==> src/rtl/fetch_sequencer_pkg.sv <==
// Shared definitions for the fetch sequencer: NOP encoding, FSM state encoding,
// and a counter-width helper.
`timescale 1ns/1ps
package fetch_sequencer_pkg;

  // Instruction word presented to the decoder whenever no instruction is live.
  localparam logic [15:0] NOP = 16'h0000;

  typedef enum logic [1:0] {
    StStart = 2'd0,
    StFetch = 2'd1,
    StExec  = 2'd2,
    StFlush = 2'd3
  } state_e;

  // Bits needed to hold 0 .. limit-1, never less than one bit.
  function automatic int unsigned cnt_width(input int unsigned limit);
    return (limit < 2) ? 1 : $clog2(limit);
  endfunction

endpackage

==> src/rtl/fetch_timeout_counter.sv <==
// Up-counter with terminal-count pulse, used both as the fetch-ack timeout and
// as the post-redirect flush counter.
//   clk_i    in  clock
//   rst_i    in  synchronous active-high reset
//   en_i     in  count this cycle
//   clear_i  in  return to zero (wins over counting and suppresses tc_o)
//   tc_o     out high in the enabled cycle where the count reaches Limit-1;
//                the counter returns to zero on that edge
`timescale 1ns/1ps
module fetch_timeout_counter
  import fetch_sequencer_pkg::*;
#(
  parameter int unsigned Limit = 15
) (
  input  logic clk_i,
  input  logic rst_i,
  input  logic en_i,
  input  logic clear_i,
  output logic tc_o
);

  localparam int unsigned W = cnt_width(Limit);
  localparam logic [W-1:0] Last = W'(Limit - 1);

  logic [W-1:0] cnt_q, cnt_d;

  assign tc_o = en_i && !clear_i && (cnt_q == Last);

  always_comb begin
    cnt_d = cnt_q;
    if (clear_i || tc_o) begin
      cnt_d = '0;
    end else if (en_i) begin
      cnt_d = cnt_q + 1'b1;
    end
  end

  always_ff @(posedge clk_i) begin
    if (rst_i) begin
      cnt_q <= '0;
    end else begin
      cnt_q <= cnt_d;
    end
  end

endmodule

==> src/rtl/fetch_sequencer.sv <==
// PC owner and fetch controller for the two-accumulator CPU. Fetches one
// instruction at a time over a req/ack handshake, holds it for the decoder
// while the datapath stalls, and redirects the PC on taken branches/jumps
// with a flush bubble afterwards.
//   Clock/Reset    clock and synchronous active-high reset
//   oInstrAddr     instruction memory address (always the PC)
//   oInstrReq      fetch request, held until iInstrAck
//   iInstrAck      memory ack, iInstrData valid in the same cycle
//   iInstrData     fetched instruction word
//   oInstruction   instruction to decoder, NOP when oInstrValid is low
//   oInstrValid    oInstruction is live
//   iStall         datapath busy, hold current instruction
//   iBranchTaken   decoder: conditional branch taken
//   iJumpTaken     decoder: unconditional jump
//   iBranchDir     decoder: absolute redirect target
//   oPC            current PC
//   oFetchError    one-cycle pulse on fetch timeout
//   oInstrCount    retired-instruction count, wraps
`timescale 1ns/1ps
module fetch_sequencer
  import fetch_sequencer_pkg::*;
#(
  parameter int unsigned           ADDR_WIDTH    = 10,
  parameter int unsigned           INSTR_WIDTH   = 16,
  parameter logic [ADDR_WIDTH-1:0] RESET_PC      = '0,
  parameter int unsigned           FLUSH_CYCLES  = 1,
  parameter int unsigned           FETCH_TIMEOUT = 15
) (
  input  logic                   Clock,
  input  logic                   Reset,
  output logic [ADDR_WIDTH-1:0]  oInstrAddr,
  output logic                   oInstrReq,
  input  logic                   iInstrAck,
  input  logic [INSTR_WIDTH-1:0] iInstrData,
  output logic [INSTR_WIDTH-1:0] oInstruction,
  output logic                   oInstrValid,
  input  logic                   iStall,
  input  logic                   iBranchTaken,
  input  logic                   iJumpTaken,
  input  logic [ADDR_WIDTH-1:0]  iBranchDir,
  output logic [ADDR_WIDTH-1:0]  oPC,
  output logic                   oFetchError,
  output logic [15:0]            oInstrCount
);

  localparam logic [INSTR_WIDTH-1:0] NopWord = INSTR_WIDTH'(NOP);

  state_e                   state_q, state_d;
  logic [ADDR_WIDTH-1:0]    pc_q, pc_d;
  logic [INSTR_WIDTH-1:0]   instr_q, instr_d;
  logic                     valid_q, valid_d;
  logic                     err_q, err_d;
  logic [15:0]              count_q, count_d;

  logic fetch_ack;
  logic timeout_tc;
  logic flush_tc;
  logic redirect;
  logic retire;

  // The request drops for the single cycle that carries the error pulse.
  assign oInstrReq  = (state_q == StFetch) && !err_q;
  assign fetch_ack  = oInstrReq && iInstrAck;
  assign retire     = (state_q == StExec) && !iStall;
  assign redirect   = iJumpTaken || iBranchTaken;

  // Ack clears the count and masks the terminal pulse, so a coinciding ack wins.
  fetch_timeout_counter #(
    .Limit (FETCH_TIMEOUT)
  ) u_timeout (
    .clk_i   (Clock),
    .rst_i   (Reset),
    .en_i    (oInstrReq),
    .clear_i (fetch_ack),
    .tc_o    (timeout_tc)
  );

  fetch_timeout_counter #(
    .Limit (FLUSH_CYCLES)
  ) u_flush (
    .clk_i   (Clock),
    .rst_i   (Reset),
    .en_i    (state_q == StFlush),
    .clear_i (1'b0),
    .tc_o    (flush_tc)
  );

  always_ff @(posedge Clock) begin
    if (Reset) begin
      state_q <= StStart;
      pc_q    <= RESET_PC;
      instr_q <= NopWord;
      valid_q <= 1'b0;
      err_q   <= 1'b0;
      count_q <= '0;
    end else begin
      state_q <= state_d;
      pc_q    <= pc_d;
      instr_q <= instr_d;
      valid_q <= valid_d;
      err_q   <= err_d;
      count_q <= count_d;
    end
  end

  always_comb begin
    state_d = state_q;
    unique case (state_q)
      StStart: state_d = StFetch;
      StFetch: if (fetch_ack) state_d = StExec;
      StExec:  if (!iStall) state_d = redirect ? StFlush : StFetch;
      StFlush: if (flush_tc) state_d = StFetch;
      default: state_d = StStart;
    endcase
  end

  always_comb begin
    pc_d    = pc_q;
    instr_d = instr_q;
    valid_d = valid_q;
    count_d = count_q;
    err_d   = timeout_tc;
    if (fetch_ack) begin
      instr_d = iInstrData;
      valid_d = 1'b1;
    end
    if (retire) begin
      count_d = count_q + 16'd1;
      pc_d    = redirect ? iBranchDir : pc_q + 1'b1;
      instr_d = NopWord;
      valid_d = 1'b0;
    end
  end

  assign oInstrAddr   = pc_q;
  assign oPC          = pc_q;
  assign oInstruction = instr_q;
  assign oInstrValid  = valid_q;
  assign oFetchError  = err_q;
  assign oInstrCount  = count_q;

endmodule

==> config.mk <==
export PLATFORM = sky130hd
export DESIGN_NAME = fetch_sequencer
export DESIGN_NICKNAME = d
export VERILOG_FILES = /design/src/rtl/fetch_sequencer_pkg.sv /design/src/rtl/fetch_timeout_counter.sv /design/src/rtl/fetch_sequencer.sv
export SDC_FILE = /design/constraint.sdc
export NUM_CORES = 1
export LEC_CHECK = 0
export ABC_CLOCK_PERIOD_IN_PS = 2400
export CORE_MARGIN = 8
export CORE_UTILIZATION = 44
export DETAILED_ROUTE_END_ITERATION = 6
export HOLD_SLACK_MARGIN = 0.1
export PLACE_DENSITY = 0.79
export SLEW_MARGIN = 20
export SYNTH_ARGS = -nofsm -noshare
export SYNTH_HDL_FRONTEND = slang
export SYNTH_SLANG_ARGS = --single-unit
==> constraint.sdc <==
create_clock -name Clock -period 2.4 [get_ports Clock]
set_clock_uncertainty 0.1 [all_clocks]
set_input_delay 0.24 -clock Clock [delete_from_list [all_inputs] [get_ports Clock]]
set_output_delay 0.24 -clock Clock [all_outputs]
set_load 0.005 [all_outputs]
Word-level counts from Yosys, hierarchy flattened
Cells that the tools add are included.
{ "word_totals": {"register_bits": 51, "inputBits": 32, "output_inout_bits": 55} }
{ "op_classes": {"addsub": 4, "n_eq_ne": 7, "n_mux": 6, "bitwise": 1, "n_reduce_logical": 16} }
{ "op_table": {"columns": ["cell", "n"], "rows": [
  ["16-bit by 1-bit adder with 16-bit output, second input constant", 1],
  ["10-bit by 1-bit adder with 10-bit output, second input constant", 1],
  ["10-bit 2-to-1 mux", 1],
  ["2-bit 2-to-1 mux", 4],
  ["2-bit case mux with 4 select lines", 1],
  ["1-bit logical AND", 6],
  ["2-bit OR reduction", 3],
  ["4-bit by 1-bit adder with 4-bit output, second input constant", 1],
  ["2-bit equality test, second input constant", 2],
  ["4-bit equality test, second input constant", 1],
  ["2-bit != test, second input constant", 2],
  ["1-bit logical NOT", 3],
  ["3-bit AND reduction", 1],
  ["2-bit by 1-bit equality test with 1-bit output, second input constant", 1],
  ["2-bit logical NOT", 1],
  ["1-bit logical OR", 2],
  ["2-bit by 1-bit != test with 1-bit output, second input constant", 1],
  ["1-bit adder, second input constant", 1],
  ["1-bit NOT", 1]
]} }

Logic depth before layout (Yosys ltp)
{ "depth": {"ltp_word": 8, "ltp_mapped": 9, "ltp_nobuf": 7} }

Cells and area by module
From an unflattened synthesis, not the netlist that was laid out.
{ "unflattened": {"cells_unflattened": 291, "hier_area_um2": 2404.8} }
{ "by_module_without_submodules": {"columns": ["mod", "instances", "cells_each", "area_each_um2", "seq_area_each_um2"], "rows": [
  ["fetch_sequencer", 1, 267, 2169.6, 920.9],
  ["fetch_timeout_counter (u_timeout)", 1, 21, 187.7, 80.1],
  ["fetch_timeout_counter (u_flush)", 1, 3, 47.5, 20.0]
]} }

Worst setup path before layout
Ideal clock, no wire load.
{ "synth_path": {"path_type": "reg-to-reg", "startpoint": "register state_q[0]", "endpoint": "register state_q[1]", "setup_ps": 71, "arrival_ps": 1583, "required_time_ps": 2229, "path_slack_ps": 647, "path_stages_with_launch": 6, "path_buffers": 0, "synth_period_minus_slack_ps": 1753, "cell_sequence": "dfxtp_1 ha_1 nand3b_4 a222oi_1 or3b_1 a21oi_1"} }
{ "synth_between": {"elab_chain_len": 5, "word_cells_on_any_way": 12, "classes_between": "eq/ne (6); mux (1); reduce/logical (5)"} }
{ "synth_lines": {"columns": ["item", "line", "rtl"], "rows": [
  ["start: declaration", "fetch_sequencer.sv:48", "state_e state_q, state_d;"],
  ["start signal: assignment", "fetch_sequencer.sv:90", "state_q <= StStart;"],
  ["start signal: assignment", "fetch_sequencer.sv:97", "state_q <= state_d;"],
  ["2-bit by 1-bit equality test with 1-bit output", "fetch_sequencer.sv:62, fetch_sequencer.sv:108", null],
  ["1-bit logical AND", "fetch_sequencer.sv:62", "assign oInstrReq = (state_q == StFetch) && !err_q;"],
  ["1-bit logical AND", "fetch_sequencer.sv:63", "assign fetch_ack = oInstrReq && iInstrAck;"],
  ["2-bit by 1-bit != test with 1-bit output (no line)", null, null],
  ["3-bit AND reduction (no line)", null, null]
]} }
Several ways; a longest one is shown, not always the timed one.
A chain may end at the register's enable or synchronous reset.

Final worst setup path
{ "layout_path": {"startpoint": "register state_q[0]", "endpoint": "output oInstrReq"} }
{ "layout_between": {"elab_chain_len": 2} }
{ "layout_lines": {"columns": ["item", "line", "rtl"], "rows": [
  ["2-bit by 1-bit equality test with 1-bit output", "fetch_sequencer.sv:62", null],
  ["1-bit logical AND", "fetch_sequencer.sv:62", null],
  ["end: declaration", "fetch_sequencer.sv:32", "output logic oInstrReq,"]
]} }
No other way between the ends.

==> metrics.log <==
INFO  metric status = completed
INFO  metric max_freq = 483 MHz
INFO  metric antenna_violating_nets_post_route = 0
INFO  metric antennaDiodeCount = 0
INFO  metric die_area = 8000 um2
INFO  metric cell_rows = 26
INFO  metric timing.critical_path.arrival = 1.73 ns
INFO  metric final-instance-count-excl-fill = 429
INFO  metric period_share = 86.2%
INFO  metric preCtsSetupSlack = 0.356 ns
INFO  metric worst_ep_required_time = 2.06 ns
INFO  metric clkSinkCount = 51
INFO  metric synthesis.yosys.warnings = 0
INFO  metric post_synth.cell_area_avg = 8.42 um2
INFO  metric min_from = oInstruction[5]
INFO  metric cts_made_buffers = 5
INFO  metric critical_path.reg2reg.startpoint = state_q[0]
INFO  metric clockPowerShare = 29.8%
INFO  metric yosysMostFrequentCell = dfxtp_1
INFO  metric groute.usage.overall = 15.7%
INFO  metric synth.yosys.seq_area_share = 43.0%
INFO  metric synth-edff-count = 0
INFO  metric routed_wl = 6220 um
INFO  metric synth-main-ff-cell = dfxtp_1
INFO  metric power_switching = 0.551 mW
INFO  metric cp_max_fo = 7
INFO  metric p_sw_share = 26.8%
INFO  metric placedCellCount = 421
INFO  metric cellPowerDensity = 612 nW/um2
INFO  metric category_of_the_critical_setup_timing_path = reg2out
INFO  metric final.setup.worst_slack = 0.330 ns
INFO  metric hold-path-cell-count = 2
INFO  metric cts-hold-fix-buffers = 0
INFO  metric startpoint_type = register
INFO  metric setup_tns = 0 ns
INFO  metric synth_area_leaders = dfxtp_1, nand2_1, a21oi_1
INFO  metric nNetsFinal = 398
INFO  metric grt_setup_unrepaired = false
INFO  metric finalWeightedCongestion = 0.782
INFO  metric die_w = 89.5 um
INFO  metric internal_power = 1.50 mW
INFO  metric timing.critical_path.to_type = output pin
INFO  metric wire_length_of_the_first_global_routing_pass = 9950 um
INFO  metric yosysUniqueCellTypes = 52
INFO  metric clock_tree.root_cell = clkbuf_8
INFO  metric ys_async_sr_fraction = 0%
INFO  metric area.growth.synth_to_final = 41.3%
INFO  metric maxCapViolations = 0
INFO  metric final.fill_count = 439
INFO  metric worst-slew-pin-transition = 0.579 ns
INFO  metric syn-cell-area = 2370 um2
INFO  metric grt_pass1_vias = 2,197
INFO  metric post_synthesis_cell_type_with_the_largest_combined_area = dfxtp_1
INFO  metric worst_hold_path.endpoint = oInstruction[5]
INFO  metric post-cts-setup-buffers = 0
INFO  metric cell_area_after_layout = 3360 um2
INFO  metric seq_power_share = 47.1%
INFO  metric dp_hpwl = 4770 um
INFO  metric reg2reg_to = state_q[1]
INFO  metric post_synth_inst_count = 282
INFO  metric ioPinCount = 87
INFO  metric max_slew_margin = 61.4%
INFO  metric static-leakage-power = 1.16 nW
INFO  metric grt_remaining_overflow = 0
INFO  metric synth.cells.most_frequent = dfxtp_1, nand2_1, nor2_1
INFO  metric design.core.area = 5170 um2
INFO  metric synth.top_cell.area_share = 43.0%
INFO  metric final_setup_violation_count = 0
INFO  metric clockBufferDepth = 2
INFO  metric post_cts_clock_slew_at_the_launch_and_capture_registers_of_the_worst_setup_and_hold_paths = 0.09 ns
INFO  metric placement.cell_area = 3240 um2
INFO  metric drt_iter0_markers = 75
INFO  metric area_of_combinational_cells_with_multiple_inputs = 1200 um2
INFO  metric hold_viol = 0
INFO  metric timing.hold.worst.class = reg2reg
INFO  metric number_of_iterations_in_the_first_detailed_routing_pass = 4
INFO  metric maximum_vdd_ir_drop = 465 uV
INFO  metric report.power.total = 2.05 mW
INFO  metric post_route_cells_drive_above_1_share = 4.46%
INFO  metric timing.final.max_slew_violations = 0
INFO  metric num_vias = 2,277
INFO  metric number_of_antenna_violations_at_the_first_check_in_global_routing = 0
INFO  metric register_area = 1020 um2
INFO  metric routedWlPerCell = 14.5 um
INFO  metric cts_resized = 0
INFO  metric timing.final.crit_period = 2.07 ns
INFO  metric syn-num-nets = 322
INFO  metric avgViaCountPerCell = 5.31
INFO  metric setup.reg_to_reg.worst_slack = 0.46 ns
INFO  metric ctsHtreeMaxLevel = 2
INFO  metric io_buffers = 86
INFO  metric synth-seq-cells = 51
INFO  metric drc_viols = 0
INFO  metric pwr-share-comb = 23.1%
INFO  metric largest_net_degree_at_the_start_of_global_routing = 23
INFO  metric die_height = 89.5 um
INFO  metric worst_skew_pair.late_latency = 0.29 ns
INFO  metric initial_core_utilization = 45.9%
INFO  metric tritoncts_clock_tree = built
INFO  metric rr_worst_depth = 5
routing by layer:
| metal | track usage, % | share of wire [%] | vias up | wire length [um] |
|---|---|---|---|---|
| met5 | 0 | 0 | - | 0 |
| met1 | 17.1 | 42 | 1061 | 2580 |
| met2 | 27.8 | 49 | 73 | 3070 |
| met3 | 4.50 | 7.2 | 10 | 445 |
| li1 | - | - | 1133 | - |
| met4 | 6.65 | 1.9 | 0 | 120 |
state kept, by name (all words and copies together), names as in the netlist:
| signal | flops |
|---|---|
| oInstruction | 16 |
| oFetchError | 1 |
| u_flush.cnt_q | 1 |
| oInstrAddr | 10 |
| oInstrValid | 1 |
| state_q | 2 |
| u_timeout.cnt_q | 4 |
| oInstrCount | 16 |
layout make-up:
type                    instances  area share (%)
clock inverters                 2            1.04
multi-input cells             202            35.8
inverters                       6           0.671
flip-flops and latches         51            30.4
repair buffers                 92            27.0
well taps                      70            2.61
clock buffers                   6            2.46
power by group through the flow:
stage	Combinational [mW]	Clock, mW	Sequential (mW)
2_1_floorplan	0.259	0	0.984
3_3_place_gp	0.470	0	0.985
3_5_place_dp	0.480	0	0.988
4_1_cts	0.484	0.626	0.969
5_1_grt	0.530	0.660	0.980
6_report	0.475	0.612	0.967
critical path: stages, from the launching register on:
cell and delay (ns):
dfxtp_1 0.41, ha_1 0.26, nand2b_1 0.12, inv_2 0.13, clkdlybuf4s50_1 0.52
cell families (layout without fill, tap and decap cells):
logic type | Yosys count | count (layout) | share of synthesized area (%)
multiplexers | 1 | 1 | 0.422
AO/OA/AOI/OAI | 59 | 59 | 15.6
buffers and inverters | 29 | 106 | 6.43
AND/OR/NAND/NOR | 119 | 119 | 24.8
flip-flops | 51 | 51 | 43.0
XOR/XNOR | 15 | 15 | 5.53
adder cells (fa/ha/maj) | 8 | 8 | 4.22
how the worst max path moves through the flow:
stage / startpoint / end / depth (start not counted) / slack, ns
finish: state_q[0] / oInstrReq / 4 / 0.33
CTS: state_q[0] / oInstrReq / 4 / 0.29
global placement: iInstrAck / state_q[1] / 5 / 0.43
global route: state_q[0] / oInstrReq / 4 / 0.23
floorplan: state_q[0] / state_q[1] / 5 / 0.65
detailed placement: iInstrAck / state_q[1] / 5 / 0.36
cells in the final DEF, fill, tap and decap left out, types with 2 or more instances in the layout:
cell type and count:
nand3_1 9, a221oi_1 2, xor2_1 9, a22oi_1 3
nand4_1 8, nand2_1 42, xnor2_1 6, o21ai_1 4
o31ai_1 5, nor2_1 27, ha_1 8, a211oi_1 4
nand2b_1 4, nand3b_1 2, clkbuf_8 6, o22ai_1 2
clkdlybuf4s50_1 86, nor3_1 6, a21oi_1 26, buf_4 6
or3_1 3, or4_1 2, nor4_1 4, inv_1 4
dfxtp_1 51, o21ai_0 3, and4_1 2
stage by stage:
stage	utilization [%]	hold WS (ns)
3_5_place_dp	62.6	0.346
6_report	64.9	0.357
4_1_cts	64.9	0.359
2_1_floorplan	-	0.216
3_3_place_gp	62.6	0.340
5_1_grt	64.9	0.378
Note: power is estimated with default switching activity, not from simulation.
